==> src/rtl/rtc_edit_keypad.sv <==
// rtc_edit_keypad: debounced keypad -> RTC edit field code plus stretched up/down requests.
// Define RTC_KEYPAD_AUTOREPEAT_EN to compile hold-to-repeat for up/down.
module rtc_edit_keypad #(
  parameter int DB_CYCLES    = 2_000_000,
  parameter int PULSE_CYCLES = 20_000_000,
  parameter int HOLD_CYCLES  = 50_000_000,
  parameter int RPT_CYCLES   = 20_000_000,
  parameter int NUM_FIELDS   = 9
) (
  input  logic       clk_i,
  input  logic       rst_n_i,
  input  logic       btn_edit_i,
  input  logic       btn_next_i,
  input  logic       btn_up_i,
  input  logic       btn_down_i,
  output logic [3:0] cambio_o,
  output logic       aumenta_o,
  output logic       disminuye_o,
  output logic       edit_o,
  output logic       commit_o
);
  localparam int DW = $clog2(DB_CYCLES);
  localparam int PW = $clog2(PULSE_CYCLES);
  typedef enum logic {S_IDLE, S_EDIT} state_t;
  typedef enum logic [1:0] {P_IDLE, P_HIGH, P_GUARD} phase_t;
  logic [3:0] raw, s1_q, s2_q, db_q, dbp_q, press, cambio_q, cambio_d;
  logic [DW-1:0] dcnt_q [4];
  state_t state_q;
  phase_t phase_q;
  logic [PW-1:0] pcnt_q;
  logic commit_q, aum_q, dis_q;
  logic ev_next, fchg, ud_ok, rpt_up, rpt_dn, up_t, dn_t, ev_up, ev_dn, fire;
  assign raw      = {btn_down_i, btn_up_i, btn_next_i, btn_edit_i};
  assign press    = db_q & ~dbp_q;
  assign ev_next  = press[1] & ~press[0] & (state_q == S_EDIT);
  assign fchg     = press[0] | ev_next;
  assign ud_ok    = (state_q == S_EDIT) & ~press[0] & ~press[1];
  assign up_t     = press[2] | rpt_up;
  assign dn_t     = press[3] | rpt_dn;
  assign ev_up    = ud_ok & up_t & ~dn_t;
  assign ev_dn    = ud_ok & dn_t & ~up_t;
  // the last guard cycle already counts as free so the busy window is exactly 2*PULSE_CYCLES
  assign fire     = (ev_up | ev_dn) &
                    ((phase_q == P_IDLE) | ((phase_q == P_GUARD) & (pcnt_q == PW'(PULSE_CYCLES - 1))));
  assign cambio_d = press[0] ? ((state_q == S_IDLE) ? 4'd1 : 4'd0) :
                    ev_next  ? ((cambio_q == 4'(NUM_FIELDS)) ? 4'd1 : cambio_q + 4'd1) : cambio_q;
  always_ff @(posedge clk_i or negedge rst_n_i) begin
    if (!rst_n_i) begin
      s1_q  <= '0;
      s2_q  <= '0;
      db_q  <= '0;
      dbp_q <= '0;
      for (int i = 0; i < 4; i++) dcnt_q[i] <= '0;
    end else begin
      s1_q  <= raw;
      s2_q  <= s1_q;
      dbp_q <= db_q;
      for (int i = 0; i < 4; i++) begin
        if (s2_q[i] == db_q[i]) dcnt_q[i] <= '0;
        else if (dcnt_q[i] == DW'(DB_CYCLES - 1)) begin
          db_q[i]   <= s2_q[i];
          dcnt_q[i] <= '0;
        end else dcnt_q[i] <= dcnt_q[i] + DW'(1);
      end
    end
  end
  always_ff @(posedge clk_i or negedge rst_n_i) begin
    if (!rst_n_i) begin
      state_q  <= S_IDLE;
      cambio_q <= '0;
      commit_q <= 1'b0;
    end else begin
      state_q  <= press[0] ? ((state_q == S_IDLE) ? S_EDIT : S_IDLE) : state_q;
      cambio_q <= cambio_d;
      commit_q <= press[0] & (state_q == S_EDIT);
    end
  end
  always_ff @(posedge clk_i or negedge rst_n_i) begin
    if (!rst_n_i) begin
      phase_q <= P_IDLE;
      pcnt_q  <= '0;
      aum_q   <= 1'b0;
      dis_q   <= 1'b0;
    end else if (fchg && phase_q == P_HIGH) begin
      phase_q <= P_GUARD;
      pcnt_q  <= '0;
      aum_q   <= 1'b0;
      dis_q   <= 1'b0;
    end else if (fire) begin
      phase_q <= P_HIGH;
      pcnt_q  <= '0;
      aum_q   <= ev_up;
      dis_q   <= ev_dn;
    end else if (phase_q != P_IDLE) begin
      if (pcnt_q == PW'(PULSE_CYCLES - 1)) begin
        phase_q <= (phase_q == P_HIGH) ? P_GUARD : P_IDLE;
        pcnt_q  <= '0;
        aum_q   <= 1'b0;
        dis_q   <= 1'b0;
      end else pcnt_q <= pcnt_q + PW'(1);
    end
  end
`ifdef RTC_KEYPAD_AUTOREPEAT_EN
  localparam int HW = $clog2((HOLD_CYCLES > RPT_CYCLES) ? HOLD_CYCLES : RPT_CYCLES);
  logic hact_q, hdir_q, hrep_q, hlvl, tick;
  logic [HW-1:0] hcnt_q;
  assign hlvl   = hdir_q ? db_q[3] : db_q[2];
  assign tick   = hact_q & hlvl &
                  (hcnt_q == (hrep_q ? HW'(RPT_CYCLES - 1) : HW'(HOLD_CYCLES - 1)));
  assign rpt_up = tick & ~hdir_q;
  assign rpt_dn = tick & hdir_q;
  always_ff @(posedge clk_i or negedge rst_n_i) begin
    if (!rst_n_i) begin
      hact_q <= 1'b0;
      hdir_q <= 1'b0;
      hrep_q <= 1'b0;
      hcnt_q <= '0;
    end else if (fchg) hact_q <= 1'b0;
    else if (ud_ok && (press[2] ^ press[3])) begin
      hact_q <= 1'b1;
      hdir_q <= press[3];
      hrep_q <= 1'b0;
      hcnt_q <= '0;
    end else if (hact_q) begin
      if (!hlvl) hact_q <= 1'b0;
      else if (tick) begin
        hrep_q <= 1'b1;
        hcnt_q <= '0;
      end else hcnt_q <= hcnt_q + HW'(1);
    end
  end
`else
  assign rpt_up = 1'b0;
  assign rpt_dn = 1'b0;
`endif
  assign cambio_o    = cambio_q;
  assign edit_o      = (state_q == S_EDIT);
  assign commit_o    = commit_q;
  assign aumenta_o   = aum_q;
  assign disminuye_o = dis_q;
endmodule

==> config.mk <==
export PLATFORM = sky130hd
export DESIGN_NAME = rtc_edit_keypad
export DESIGN_NICKNAME = d
export VERILOG_FILES = /design/src/rtl/rtc_edit_keypad.sv
export SDC_FILE = /design/constraint.sdc
export NUM_CORES = 1
export LEC_CHECK = 0
export ABC_AREA = 1
export CAP_MARGIN = 20
export CORE_ASPECT_RATIO = 1.4
export CORE_MARGIN = 4
export CORE_UTILIZATION = 65
export DETAILED_ROUTE_END_ITERATION = 12
export GPL_ROUTABILITY_DRIVEN = 1
export PLACE_DENSITY = 0.81
export SYNTH_ARGS = -nofsm -noshare
export SYNTH_HDL_FRONTEND = slang
export SYNTH_SLANG_ARGS = --single-unit
==> constraint.sdc <==
create_clock -name clk_i -period 4.02 [get_ports clk_i]
set_clock_uncertainty 0.15 [all_clocks]
set_input_delay 0.804 -clock clk_i [delete_from_list [all_inputs] [get_ports clk_i]]
set_output_delay 0.804 -clock clk_i [all_outputs]
set_load 0.005 [all_outputs]
==> impl_metrics.py <==
metrics = {
    "outcome": {
        "status": "finished, final reports clean",
    },
    "worst_setup_path": {
        "slowest_delay_ps": 580,
        "critPathTopFamily": "buffers and inverters",
        "worstPathRequired_ps": 3070,
        "worstPathCellList": "clkdlybuf4s50_1",
        "path_class": "flop to output pin",
        "crit_buf_inv": 1,
        "crit_path_top_delay_cell": "clkdlybuf4s50_1",
        "endpoint_kind": "output pin",
        "cp_max_fo": 5,
        "crit_arrival_ps": 1450,
        "critPathLaunchType": "flop",
    },
    "grt": {
        "grt_pass1_vias": 6404,
        "antenna_found_initial": 0,
        "grt_pass1_wl_um": 28100,
        "grt_usage_pct": 26.0,
        "gr-total-overflow": 0,
        "grt_max_degree": 116,
    },
    "die": {
        "die-area_um2": 13000,
        "io_pins": 14,
        "initial_utilization_pct": 66.9,
        "die_w_um": 97.6,
        "die_h_um": 133,
        "placeableCoreArea_um2": 10900,
        "fp-row-count": 45,
    },
    "sta": {
        "hold_slack_ps": 145,
        "relSlewSlack_pct": 51.2,
        "finalMaxSlewViolations": 0,
        "rsz0062_at_grt": "false",
        "worst_slew_pin_slew_ps": 731,
        "finalSetupTns_ps": 0,
        "fmax_ghz": 0.417,
        "fin_crit_sh_pct": 59.7,
        "setup_viol": 0,
        "finalCriticalPeriod_ps": 2400,
        "finalHoldViolCount": 0,
    },
    "power_and_ir_drop": {
        "ir_worst_vdd_v": 0.000355,
        "finalPower_mw": 3.06,
        "p_leak_nw": 3.66,
        "powerDensity_nw_per_um2": 372,
    },
    "clocking": {
        "clk_path_buf_depth": 2,
        "root_buffer": "clkbuf_16",
        "post_cts_buffers": 0,
        "htreeDepth": 4,
        "cts_tree": "yes",
        "ctsResizeCount": 0,
        "hold_buffers": 0,
        "insertion_delay_ps": 420,
        "cts_made_buffers": 17,
        "cts_sinks": 135,
        "path_clk_slew_ps": 60,
    },
    "routing": {
        "vias": 6304,
        "postRouteAntennaNets": 0,
        "drt_iter0_markers": 375,
        "wl_per_cell_um": 13.8,
        "finalWirelength_um": 15700,
        "drcViolationCount": 0,
        "via_per_inst": 5.52,
        "dr.pass1.iters": 5,
    },
    "placed_design": {
        "dpl.hpwl_um": 11000,
        "gp_congestion": 0.946,
        "port-buffer-count": 13,
        "dpl-instance-area_um2": 7580,
        "dp_cells": 1108,
    },
    "synth": {
        "ys_ff_latch": 135,
        "synth-main-ff-cell": "dfrtp_1",
        "netlist_instances": 959,
        "syn_area_um2": 7310,
        "synth_cell_types": 38,
        "synth_area_per_cell_um2": 7.62,
        "yosys.area.top_type": "dfrtp_1",
        "yosys_warnings": 0,
        "async_flop_share_pct": 100,
        "synth.yosys.seq_area_share_pct": 46.2,
        "synth_top_cells_by_area": "dfrtp_1 (46%), nand2_1 (11%), nor2_1 (8.6%)",
        "synthDominantCellAreaShare_pct": 46.2,
        "synth_edf_count": 0,
        "synth_nets": 972,
    },
    "final_layout": {
        "finalNonFillerCells": 1141,
        "fill_cells": 832,
        "final_cell_area_um2": 8220,
        "nNetsFinal": 1000,
        "area.growth.synth_to_final_pct": 12.5,
        "layout_common_cells": "nand2_1 (210), nor2_1 (167), dfrtp_1 (135)",
        "drive_gt1_share_pct": 8.10,
        "antenna_cells": 0,
        "layout_commonest_cell": "nand2_1",
    },
    "min_path": {
        "worstHoldPathType": "input pin to async pin",
    },
    "job": {
        "cap_violations": 0,
    },
}
[cell usage after synthesis (2+ instances only)]
master and count:
a211oi_1 5, a21oi_1 27, and3_1 2, buf_2 5, dfrtp_1 135, ha_1 7
inv_1 129, inv_2 3, nand2_1 210, nand2_2 8, nand2_4 2, nand3_1 58
nand3b_1 4, nand4_1 36, nor2_1 167, nor2_2 17, nor2_4 4, nor3_1 42
nor3_2 3, nor3b_1 11, nor4_1 9, o21ai_0 26, o21ai_2 2, or2_2 2
xnor2_1 11, xor2_1 22
[registers in the layout, summed over array words and instances (netlist names)]
signal / count
phase_q: 2
dbp_q: 4
s2_q: 4
s1_q: 4
aumenta_o: 1
disminuye_o: 1
pcnt_q: 25
dcnt_q: 84
db_q: 4
cambio_o: 4
commit_o: 1
edit_o: 1
[cell type report]
type                    instances  area, µm²  share of cell area (%)
clock buffers                  18        439                    5.34
clock inverters                14        175                    2.13
well taps                     141        176                    2.15
repair buffers                 16        174                    2.12
inverters                     132        495                    6.03
flip-flops and latches        135       3380                    41.1
multi-input cells             685       3380                    41.1
[worst paths after layout]
path	slack, ps	depth (start not counted)	from	end
worst max-delay path	1620	1	edit_o$_DFFE_PN0P_	edit_o
worst min-delay path	150	1	rst_n_i	pcnt_q[24]$_DFFE_PN0P_
worst max register to register	1750	10	db_q[0]$_DFFE_PN0P_	pcnt_q[21]$_DFFE_PN0P_
worst min register to register	200	0	s1_q[0]$_DFF_PN0_	s2_q[0]$_DFF_PN0_
max in group asynchronous	2680	3	rst_n_i	dcnt_q[11]$_DFF_PN0_
min in group clk_i	200	0	s1_q[0]$_DFF_PN0_	s2_q[0]$_DFF_PN0_
[logic make-up after synthesis]
family,synth area share [%]
AOI/OAI and AO/OA,5.14
xor gates and xnor gates,3.95
adders and majority gates,1.20
buffers and inverters,7.50
DFF,46.2
muxes,0.154
and+or+nand+nor,35.8
[per-layer routing]
| layer | part of all wire, % | routed length (µm) | track usage [%] | vias to the layer above |
|---|---|---|---|---|
| met3 | 4.4 | 688 | 5.08 | 38 |
| met1 | 40 | 6300 | 29.6 | 2949 |
| met5 | 0 | 0 | 0 | - |
| met2 | 53 | 8320 | 47.4 | 181 |
| li1 | - | - | - | 3136 |
| met4 | 2.6 | 401 | 10.6 | 0 |
[worst reg2reg max path, cell delays in order, from the launching register on]
cell and delay [ps]:
dfrtp_1 410, nand2_2 170, nand3_1 140, inv_1 130, o21ai_2 90, nand2_1 550, nand2_1 220, nor2_1 140
nand2_1 60, nand2_1 60, nor2_1 40
[report_power, final]
part | internal, mW | total, mW | switching (mW)
Combinational | 0.0216 | 0.0749 | 0.0533
Sequential | 1.37 | 1.38 | 0.0105
Clock | 0.996 | 1.60 | 0.605
Total | 2.39 | 3.06 | 0.669
[through the flow]
stage	worst slack [ps]	util, %
after floorplan	2250	-
after global placement	1870	69.4
after detailed placement	1820	69.4
after CTS	1620	75.0
after global routing	1580	75.3
final	1620	75.3
Power figures use the tool's default switching activity.
